**config.mk**
```make
export PLATFORM = sky130hd
export DESIGN_NAME = pending_index_encoder
export DESIGN_NICKNAME = d
export VERILOG_FILES = /design/src/rtl/pending_index_encoder_pkg.sv /design/src/rtl/lowest_set_index.sv /design/src/rtl/pending_index_encoder.sv
export SDC_FILE = /design/constraint.sdc
export NUM_CORES = 1
export LEC_CHECK = 0
export ABC_CLOCK_PERIOD_IN_PS = 3300
export BUFFER_PORTS_ARGS = -buffer_cell sky130_fd_sc_hd__buf_2
export CORE_MARGIN = 2
export CORE_UTILIZATION = 50
export DETAILED_ROUTE_END_ITERATION = 7
export GPL_ROUTABILITY_DRIVEN = 0
export GPL_TIMING_DRIVEN = 1
export PLACE_DENSITY_LB_ADDON = 0.08
export SLEW_MARGIN = 10
export SYNTH_ARGS = -nofsm -noshare
export SYNTH_HDL_FRONTEND = slang
export SYNTH_SLANG_ARGS = --single-unit
```
**constraint.sdc**
```tcl
create_clock -name clk -period 3.3 [get_ports clk]
set_input_delay 0.66 -clock clk [delete_from_list [all_inputs] [get_ports clk]]
set_output_delay 0.66 -clock clk [all_outputs]
set_load 0.1 [all_outputs]
```
**src/rtl/pending_index_encoder_pkg.sv**
```systemverilog
// Shared defaults and state encoding for the pending-index encoder.
package pending_index_encoder_pkg;

  localparam int unsigned N  = 8;
  localparam int unsigned IW = $clog2(N);

  typedef enum logic {
    IDLE  = 1'b0,
    DRAIN = 1'b1
  } enc_state_t;

endpackage

```
**src/rtl/lowest_set_index.sv**
```systemverilog
// Combinational priority encoder: index of the lowest set bit of vec.
module lowest_set_index #(
  parameter int unsigned N  = pending_index_encoder_pkg::N,
  parameter int unsigned IW = pending_index_encoder_pkg::IW
) (
  input  logic [N-1:0]  vec,
  output logic [IW-1:0] idx,
  output logic          found
);

  // Scan from the top down so the lowest set bit is the final assignment.
  always_comb begin
    idx = '0;
    for (int i = int'(N) - 1; i >= 0; i--) begin
      if (vec[i]) idx = IW'(i);
    end
  end

  assign found = |vec;

endmodule

```
**src/rtl/pending_index_encoder.sv**
```systemverilog
// Accepts a request vector and emits the index of each set bit, lowest first,
// one per output handshake; all-zero vectors are dropped with a pulse.
module pending_index_encoder #(
  parameter int unsigned N  = pending_index_encoder_pkg::N,
  parameter int unsigned IW = pending_index_encoder_pkg::IW
) (
  input  logic          clk,
  input  logic          rst_n,
  input  logic [N-1:0]  in_data,
  input  logic          in_valid,
  output logic          in_ready,
  output logic [IW-1:0] out_idx,
  output logic [N-1:0]  out_onehot,
  output logic          out_last,
  output logic          out_valid,
  input  logic          out_ready,
  output logic          zero_drop
);

  import pending_index_encoder_pkg::*;

  enc_state_t    state_q, state_d;
  logic [N-1:0]  pend_q, pend_d;
  logic          zero_drop_q, zero_drop_d;
  logic [IW-1:0] low_idx;
  logic          low_found;
  logic          in_hs, out_hs;

  lowest_set_index #(
    .N  (N),
    .IW (IW)
  ) u_lowest (
    .vec   (pend_q),
    .idx   (low_idx),
    .found (low_found)
  );

  assign in_hs  = in_valid && in_ready;
  assign out_hs = out_valid && out_ready;

  // State register.
  always_ff @(posedge clk or negedge rst_n) begin
    if (!rst_n) begin
      state_q     <= IDLE;
      pend_q      <= '0;
      zero_drop_q <= 1'b0;
    end else begin
      state_q     <= state_d;
      pend_q      <= pend_d;
      zero_drop_q <= zero_drop_d;
    end
  end

  // Next-state logic.
  always_comb begin
    state_d     = state_q;
    pend_d      = pend_q;
    zero_drop_d = 1'b0;
    unique case (state_q)
      IDLE: begin
        if (in_hs) begin
          if (in_data != '0) begin
            pend_d  = in_data;
            state_d = DRAIN;
          end else begin
            zero_drop_d = 1'b1;
          end
        end
      end
      DRAIN: begin
        if (out_hs) begin
          if (!out_last) begin
            pend_d = pend_q & ~out_onehot;
          end else if (in_hs && (in_data != '0)) begin
            // Back-to-back: next vector loads during the final pop.
            pend_d = in_data;
          end else begin
            pend_d      = '0;
            state_d     = IDLE;
            zero_drop_d = in_hs;
          end
        end
      end
      default: begin
        state_d = IDLE;
        pend_d  = '0;
      end
    endcase
  end

  // Output decode from registered state; in_ready also follows out_ready.
  always_comb begin
    out_valid  = 1'b0;
    out_idx    = '0;
    out_onehot = '0;
    out_last   = 1'b0;
    if ((state_q == DRAIN) && low_found) begin
      out_valid  = 1'b1;
      out_idx    = low_idx;
      out_onehot = N'(1) << low_idx;
      out_last   = ((pend_q & (pend_q - N'(1))) == '0);
    end
    in_ready = (state_q == IDLE) || (out_valid && out_last && out_ready);
  end

  assign zero_drop = zero_drop_q;

endmodule

```
==> results.py <==
metrics = {
    "run_status": {
        "outcome": "finished clean",
    },
    "global_route": {
        "grt_pass1_vias": 772,
        "gr-usage-all-layers_pct": 26.43,
        "grt-ovfl-total": 0,
        "antenna_found_initial": 0,
        "grt_pass1_wl_um": 3629,
        "grt_max_degree": 14,
    },
    "detailed_routing": {
        "drc_errors": 0,
        "via_count": 848,
        "post_drt_wl_per_cell_um": 16.60,
        "totalWireLength_um": 2191,
        "initialDrtViolationCount": 50,
        "first_pass_iters": 4,
        "ant_nets": 0,
        "vias_per_cell": 6.424,
    },
    "timing": {
        "setup_viol": 0,
        "rsz0062_at_grt": "false",
        "min_period_ps": 3153,
        "clock.fmax_mhz": 317.2,
        "setup_slack_ps": 147.1,
        "hold_violations": 0,
        "slew_headroom_pct": 66.05,
        "tightest_slew_ps": 505.0,
        "finClkSkew_ps": 6.407,
        "fin_crit_sh_pct": 95.54,
        "drv_slew": 0,
    },
    "die": {
        "core-area_um2": 1506,
        "dieArea_um2": 1943,
        "rows": 14,
        "die_w_um": 44.08,
        "io_pins": 27,
        "fp.dieH_um": 44.08,
        "initial_core_util_pct": 53.32,
    },
    "yosys": {
        "ys_warn_count": 0,
        "synth.distinct_cells": 38,
        "synth_area_leader_cell": "dfrtp_1",
        "synth-edff-count": 0,
        "synth_top_flop_cell": "dfrtp_1",
        "async_reset_ff_share_pct": 100.0,
        "syn_avg_cell_area_um2": 8.545,
        "ys_ff_latch": 10,
        "syn_area_um2": 803.3,
        "ys_seq_area_share_pct": 31.15,
        "syn_inst": 94,
        "syn_nets": 106,
        "synth.top_cell.area_share_pct": 31.15,
        "netlist_top_cells_area": "dfrtp_1 31%, nor2_1 5.1%, a221o_1 5.0%",
    },
    "worst_setup_path": {
        "worst-r2r-cell-count": 5,
        "startpoint": "pend_q[1]",
        "cp_top_family": "simple AND/OR/NAND/NOR gates",
        "crit_chain": "or4_4 -> a2111oi_4 -> o221ai_2 -> nand2_1 -> buf_2",
        "timing.rr.start": "pend_q[1]",
        "endpoint_kind": "primary output",
        "crit_required_ps": 2640,
        "crit_buf_inv": 1,
        "worstPathMaxFanout": 11,
        "max_stage_delay_ps": 620,
        "cp_slowest_cell": "or4_4",
        "worstSetupPathType": "reg -> out",
        "arrival_ps": 2490,
        "cp.depth": 5,
        "startpoint_type": "flop",
    },
    "final_layout": {
        "final_cell_mix": "26 x buf_2, 10 x nor2_1, 10 x dfrtp_1",
        "finalNetCount": 129,
        "final-seq-area_um2": 250.2,
        "antenna_cells": 0,
        "final_common_cell": "buf_2",
        "area.growth.synth_to_final_pct": 20.87,
        "multi_input_area_um2": 508.0,
        "drive_gt1_share_pct": 35.34,
        "fill_cells": 134,
    },
    "clocking": {
        "ctsRootBufferMaster": "clkbuf_4",
        "numClockSinks": 10,
        "htreeDepth": 1,
        "clkLatencyLatePin_ps": 280,
        "postCtsResizedCells": 0,
        "clock_path_buffers": 2,
        "postCtsSetupRepairBufs": 0,
        "cts_buffers": 3,
        "clk_pin_slew_ps": 70,
        "cts_tree": "built",
        "cts_hold_buf": 0,
    },
    "run": {
        "drv_cap": 0,
    },
    "worst_hold_path": {
        "hold_path.class": "in -> async",
    },
    "placed_design": {
        "io_buffers": 26,
        "place_ws_ps": 474.6,
        "dp_hpwl_um": 1647,
    },
}
[metal layers]
| metal | share of wire, % | GRT usage, % | vias up |
|---|---|---|---|
| li1 | - | - | 406 |
| met1 | 45 | 37.89 | 385 |
| met2 | 43 | 37.35 | 52 |
| met3 | 8.8 | 3.673 | 5 |
| met4 | 2.8 | 16.36 | 0 |
| met5 | 0 | 0 | - |
[kinds of logic after synthesis]
group / synth area share [%]
AOI/OAI and AO/OA: 34.43
buffers and inverters: 8.255
DFF: 31.15
and+or+nand+nor: 26.17
[worst paths after layout]
| check | to | slack [ps] |
|---|---|---|
| min in group clk | pend_q[3] | 610 |
| max reg2reg | pend_q[7] | 1100 |
| min | pend_q[3] | 230 |
| max | in_ready | 150 |
| max in group asynchronous | pend_q[5] | 2860 |
| min reg2reg | pend_q[0] | 700 |
[through the flow]
step	cell area, um^2	util (%)	instances	TNS (ps)	hold WS, ps
final	970.9	64.45	132	0	233.4
after global placement	934.6	62.04	128	0	538.0
after CTS	970.9	64.45	132	0	238.0
after detailed placement	934.6	62.04	128	0	541.5
after global routing	970.9	64.45	132	0	250.3
after floorplan	824.5	-	94	-99.74	364.4
[cells in the mapped netlist, types with 2 or more instances]
library cell  number
or4_1              4
a21o_1             2
inv_1              5
and3_1             3
buf_2              4
a221o_1            4
a22o_1             3
o21ai_0            4
nand3_1            3
nand2_1            5
clkbuf_1           3
nor3b_1            2
a21oi_1            2
dfrtp_1           10
nor3_1             7
nor2_1            11
[state kept, by name, indices dropped and copies added (netlist names)]
name       cells
pend_q         8
state_q        1
zero_drop      1
[layout make-up]
cell class	instances	area share (%)
Multi-Input combinational cell	70	52.32
Sequential cell	10	25.77
Timing Repair Buffer	27	14.18
Clock buffer	4	3.737
Tap cell	16	2.062
Inverter	5	1.933
Power is not shown: default switching activity piles up to over one toggle a cycle in this logic, so the estimate is an artifact.
